**src/rtl/cache_line_fill.sv**
```systemverilog
// cache_line_fill
//   Miss-side engine for the 2-way set-associative cache. On a miss it
//   optionally writes the dirty victim line back to physical memory, fetches
//   the requested 128-bit line and installs tag/data into the chosen way.
//
//   Address split (16-bit): tag [15:7], index [6:4], offset [3:0].
//
// Ports
//   clk, rst_n          clock (rising edge), asynchronous active-low reset
//   miss_req/miss_addr  miss request and its address (sampled only in IDLE)
//   lru_way             way to replace
//   victim_*            valid/dirty/tag/data of the line in lru_way
//   pmem_*              physical-memory port (read/write request, address,
//                       write data, read data, one-cycle response)
//   fill_*              array write port (strobe, way, index, tag, line)
//   fill_done           one-cycle pulse after the install
//   busy                high whenever the engine is not IDLE
//   state_dbg           current FSM state encoding, for checkers
//
// Memory handshake: a request (pmem_read or pmem_write) is raised on entry to
// WRITEBACK/FETCH and held with a stable address/wdata until memory answers
// with a one-cycle pmem_resp; the response completes exactly that request and
// the request drops on the following cycle. Read and write are never high
// together. A pmem_resp with no request outstanding is ignored.
module cache_line_fill #(
  parameter int TAG_W  = 9,
  parameter int IDX_W  = 3,
  parameter int LINE_W = 128
) (
  input  logic              clk,
  input  logic              rst_n,
  input  logic              miss_req,
  input  logic [15:0]       miss_addr,
  input  logic              lru_way,
  input  logic              victim_valid,
  input  logic              victim_dirty,
  input  logic [TAG_W-1:0]  victim_tag,
  input  logic [LINE_W-1:0] victim_data,
  output logic              pmem_read,
  output logic              pmem_write,
  output logic [15:0]       pmem_address,
  output logic [LINE_W-1:0] pmem_wdata,
  input  logic [LINE_W-1:0] pmem_rdata,
  input  logic              pmem_resp,
  output logic              fill_we,
  output logic              fill_way,
  output logic [IDX_W-1:0]  fill_index,
  output logic [TAG_W-1:0]  fill_tag,
  output logic [LINE_W-1:0] fill_data,
  output logic              fill_done,
  output logic              busy,
  output logic [2:0]        state_dbg
);

  localparam int OFF_W = 4;

  typedef enum logic [2:0] {
    S_IDLE      = 3'd0,
    S_WRITEBACK = 3'd1,
    S_FETCH     = 3'd2,
    S_INSTALL   = 3'd3,
    S_RETIRE    = 3'd4
  } state_t;

  state_t             state_q, state_d;
  logic [TAG_W-1:0]   tag_q;
  logic [IDX_W-1:0]   idx_q;
  logic               way_q;
  logic [TAG_W-1:0]   vtag_q;
  logic [LINE_W-1:0]  vdata_q;
  logic [LINE_W-1:0]  line_q;

  // Offset bits select a word inside the line and never leave this block.
  logic unused_offset;
  assign unused_offset = ^miss_addr[OFF_W-1:0];

  // An invalid line carries stale data, so its dirty bit is meaningless.
  logic need_wb;
  assign need_wb = victim_valid & victim_dirty;

  always_ff @(posedge clk or negedge rst_n) begin
    if (!rst_n) begin
      state_q <= S_IDLE;
      tag_q   <= '0;
      idx_q   <= '0;
      way_q   <= 1'b0;
      vtag_q  <= '0;
      vdata_q <= '0;
      line_q  <= '0;
    end else begin
      state_q <= state_d;
      // Everything the transfer needs is captured at accept; the requester
      // and the arrays may change underneath us afterwards.
      if (state_q == S_IDLE && miss_req) begin
        tag_q   <= miss_addr[OFF_W+IDX_W +: TAG_W];
        idx_q   <= miss_addr[OFF_W +: IDX_W];
        way_q   <= lru_way;
        vtag_q  <= victim_tag;
        vdata_q <= victim_data;
      end
      if (state_q == S_FETCH && pmem_resp) begin
        line_q <= pmem_rdata;
      end
    end
  end

  always_comb begin
    state_d      = state_q;
    pmem_read    = 1'b0;
    pmem_write   = 1'b0;
    pmem_address = '0;
    pmem_wdata   = '0;
    fill_we      = 1'b0;
    fill_way     = 1'b0;
    fill_index   = '0;
    fill_tag     = '0;
    fill_data    = '0;
    fill_done    = 1'b0;
    unique case (state_q)
      S_IDLE: begin
        if (miss_req) begin
          state_d = need_wb ? S_WRITEBACK : S_FETCH;
        end
      end
      S_WRITEBACK: begin
        pmem_write   = 1'b1;
        pmem_address = {vtag_q, idx_q, {OFF_W{1'b0}}};
        pmem_wdata   = vdata_q;
        if (pmem_resp) state_d = S_FETCH;
      end
      S_FETCH: begin
        pmem_read    = 1'b1;
        pmem_address = {tag_q, idx_q, {OFF_W{1'b0}}};
        if (pmem_resp) state_d = S_INSTALL;
      end
      S_INSTALL: begin
        fill_we    = 1'b1;
        fill_way   = way_q;
        fill_index = idx_q;
        fill_tag   = tag_q;
        fill_data  = line_q;
        state_d    = S_RETIRE;
      end
      S_RETIRE: begin
        // The requester observes the hit now; miss_req is deliberately not
        // looked at until we are back in IDLE.
        fill_done = 1'b1;
        state_d   = S_IDLE;
      end
      default: state_d = S_IDLE;
    endcase
  end

  assign busy      = (state_q != S_IDLE);
  assign state_dbg = state_q;

endmodule

```
**config.mk**
```make
export PLATFORM = sky130hd
export DESIGN_NAME = cache_line_fill
export DESIGN_NICKNAME = d
export VERILOG_FILES = /design/src/rtl/cache_line_fill.sv
export SDC_FILE = /design/constraint.sdc
export NUM_CORES = 1
export LEC_CHECK = 0
export ABC_AREA = 1
export CAP_MARGIN = 10
export CORE_AREA = 3 3 225 227
export CTS_CLUSTER_DIAMETER = 80
export DETAILED_ROUTE_END_ITERATION = 12
export DIE_AREA = 0 0 228 230
export GPL_ROUTABILITY_DRIVEN = 1
export SYNTH_ARGS = -nofsm -noshare
export SYNTH_HDL_FRONTEND = slang
export SYNTH_SLANG_ARGS = --single-unit
```
**constraint.sdc**
```tcl
create_clock -name clk -period 1.74 [get_ports clk]
set_clock_uncertainty 0.2 [all_clocks]
set_input_delay 0.348 -clock clk [delete_from_list [all_inputs] [get_ports clk]]
set_output_delay 0.348 -clock clk [all_outputs]
set_load 0.02 [all_outputs]
```
==> run_results.csv <==
group,metric,value,unit
die,die_w,228,um
yosys,synthSimpleGateAreaFrac,0.175,
yosys,synth_edf_count,0,
final_layout,multi_input_area,5900,um2
clocking,clk_pin_slew_worst_paths,0.06,ns
clocking,cts-htree-levels,2,
timing,slew-limit-headroom,0.649,
detailed_routing,ant_nets,0,
global_route,grt_pass1_vias,12839,
die,start_util,0.260,
yosys,yosysSeqAreaShare,0.555,
global_route,grt_pass1_wl,75700,um
critical_path,start_kind,"register",
clocking,cts_buffer_depth,3,
pwr,peakVddDrop,952,uV
placement,gp_congestion,0.838,
detailed_routing,drtPass1Iterations,5,
placement,hpwl,36300,um
yosys,postSynth.asyncResetShare,1.00,
yosys,synth_common_cells,"nor2_1, inv_1, dfrtp_1",
critical_path,crit_arrival,2.00,ns
timing,worst_pin_slew,0.527,ns
timing,timing.final.ws_setup,-0.803,ns
die,design.core.area,48800,um2
placement,io_buffers,572,
run,drv_cap,0,
yosys,synthTopCellsByArea,"dfrtp_1, nor2_1, a21oi_1, inv_1, buf_6",
final_layout,ff_latch_area,7040,um2
yosys,syn_area_per_cell,8.28,um2
final_layout,finish.utilization,0.488,
critical_path,cp-end-kind,"output port",
placement,place_area,21600,um2
yosys,synth_top_family_by_area,"simple AND/OR/NAND/NOR gates",
die,die_area,52400,um2
detailed_routing,wl,49200,um
yosys,synth_cell_types,21,
detailed_routing,post-route-drc-count,0,
critical_path,critical_path_class,"register to output port",
final_layout,fin_nets,2487,
clocking,cts-root-buf,"clkbuf_16",
yosys,syn_area,12700,um2
timing,finalMaxSlewViolations,0,
status,status,"finished, violations left",
global_route,track_usage,0.184,
yosys,synth_top_area_share,0.555,
global_route,overflow,0,
detailed_routing,routed_via_density,4.23,
yosys,yosysMostFrequentCell,"nor2_1",
final_layout,area_growth,88.0,%
pwr,power.density,1790,nW/um2
yosys,syn_inst,1532,
yosys,synth-compound-area-share,0.129,
clocking,clk_latency,0.51,ns
pwr,p_leak,11.4,nW
final_layout,final_layout_size_suffix_gt1_frac,0.373,
status,violations,"negative setup slack",
yosys,yosys.area.top_type,"dfrtp_1",
final_layout,design_area,23800,um2
critical_path,cp.required,1.19,ns
clocking,cts-buffers-inserted,36,
clocking,cts_tree,"built",
detailed_routing,drtIter0Drc,559,
die,die_h,230,um
die,fp-row-count,81,
yosys,synthXorXnorAreaFrac,0,
timing,max_freq,393,MHz
critical_path,critPathMaxFanout,11,
yosys,synth-seq-cells,281,
global_route,grt_max_degree,95,
yosys,synthAdderAreaFrac,0,
timing,post-route-min-period,2.54,ns
hold_path,worst_hold_path_type,"input pin to register",
global_route,antenna_found_initial,6,
detailed_routing,wl_per_cell,17.0,um
final_layout,nFillCells,4538,
yosys,ys_warn_count,0,
detailed_routing,vias,12213,
timing,rsz0062_at_grt,"true",
timing,tns,-250.73,ns
yosys,synth_mux_area_frac,0,
die,ios,581,
timing,setup_violations,567,
timing,post-route-period-util,1.46,
yosys,dominantRegCellSynth,"dfrtp_1",
timing,hold_violations,0,
clocking,numClockSinks,281,
## layout by cell type, fill, tap and decap left out, types with 5 or more instances in the layout
cell type and n:
nand2_1 26, clkbuf_16 42, nor2_1 272, buf_8 7, a21oi_1 219, o21ai_2 7, clkbuf_1 6, buf_4 153
buf_2 17, clkdlybuf4s15_2 11, a21oi_2 50, inv_1 280, buf_12 36, nor2_2 9, clkbuf_8 5, o21ai_0 9
nor2_4 261, clkdlybuf4s50_1 284, buf_16 15, dfrtp_1 278, buf_6 184
## metrics by stage
stage               hold WS [ns]  power [mW]  worst slack, ns  cells
floorplan                 -0.148        24.7           -0.251   1535
global placement         -0.0172        33.0           -0.644   2762
detailed placement       -0.0115        33.4           -0.664   2762
CTS                        0.148        42.1           -0.884   2872
global route               0.169        45.5           -0.894   2887
finish                     0.189        42.8           -0.803   2889
## flip-flops by register name, indices dropped and copies added, names as in the netlist
name,count
idx_q,3
line_q,128
state_dbg,3
tag_q,9
vdata_q,128
vtag_q,9
way_q,1
## cell type report
type,count,area share
Clock buffer,48,0.0427
Timing Repair Buffer,719,0.325
Multi-Input combinational cell,872,0.248
Timing Repair inverter,3,0.00163
Sequential cell,281,0.295
Antenna cell,4,0.000420
Clock inverter,12,0.00651
Tap cell,664,0.0349
Inverter,286,0.0462
## worst paths after layout
check / end / cells past startpoint / slack [ns] / startpoint
max: pmem_wdata[99] / 8 / -0.80 / state_dbg[0]
min in group asynchronous: line_q[17] / 3 / 0.23 / rst_n
min: vtag_q[8] / 3 / 0.19 / victim_tag[8]
min reg2reg: vtag_q[0] / 2 / 0.29 / vtag_q[0]
max reg2reg: line_q[49] / 11 / -0.40 / state_dbg[2]
max in group asynchronous: vdata_q[6] / 3 / 0.44 / rst_n
## repair_timing
item                       4_1_cts  5_1_grt
gates resized for setup       1166      398
pin swaps                        4        9
hold buffers                     3        0
setup buffers                   34       11
setup endpoints to repair      560      566
hold endpoints to repair       281        0
gates cloned                    13        6
## per-layer routing
layer  track usage  vias up  part of all wire
met4        0.0523        6             0.022
met2         0.310      427              0.49
li1              -     5910                 -
met5             0        -           0.00094
met1         0.221     5795              0.40
met3        0.0668       75             0.089
## worst max-delay path, cell delays in order (launching register included)
cell and delay, ns:
dfrtp_2 0.39, buf_6 0.13, nand3_4 0.10, buf_12 0.17
buf_4 0.15, buf_12 0.14, buf_12 0.15, nor2_4 0.11
buf_12 0.13
## power by group
group,internal [mW],switching [mW]
sequential,9.55,0.816
combinational,10.6,14.4
clock,4.56,2.84
total,24.7,18.1
## kinds of logic after synthesis
| family | Yosys count |
|---|---|
| compound gates | 288 |
| other cells | 1 |
| simple gates | 580 |
| buf+inv | 382 |
| flops | 281 |
Power figures use the tool's default switching activity.
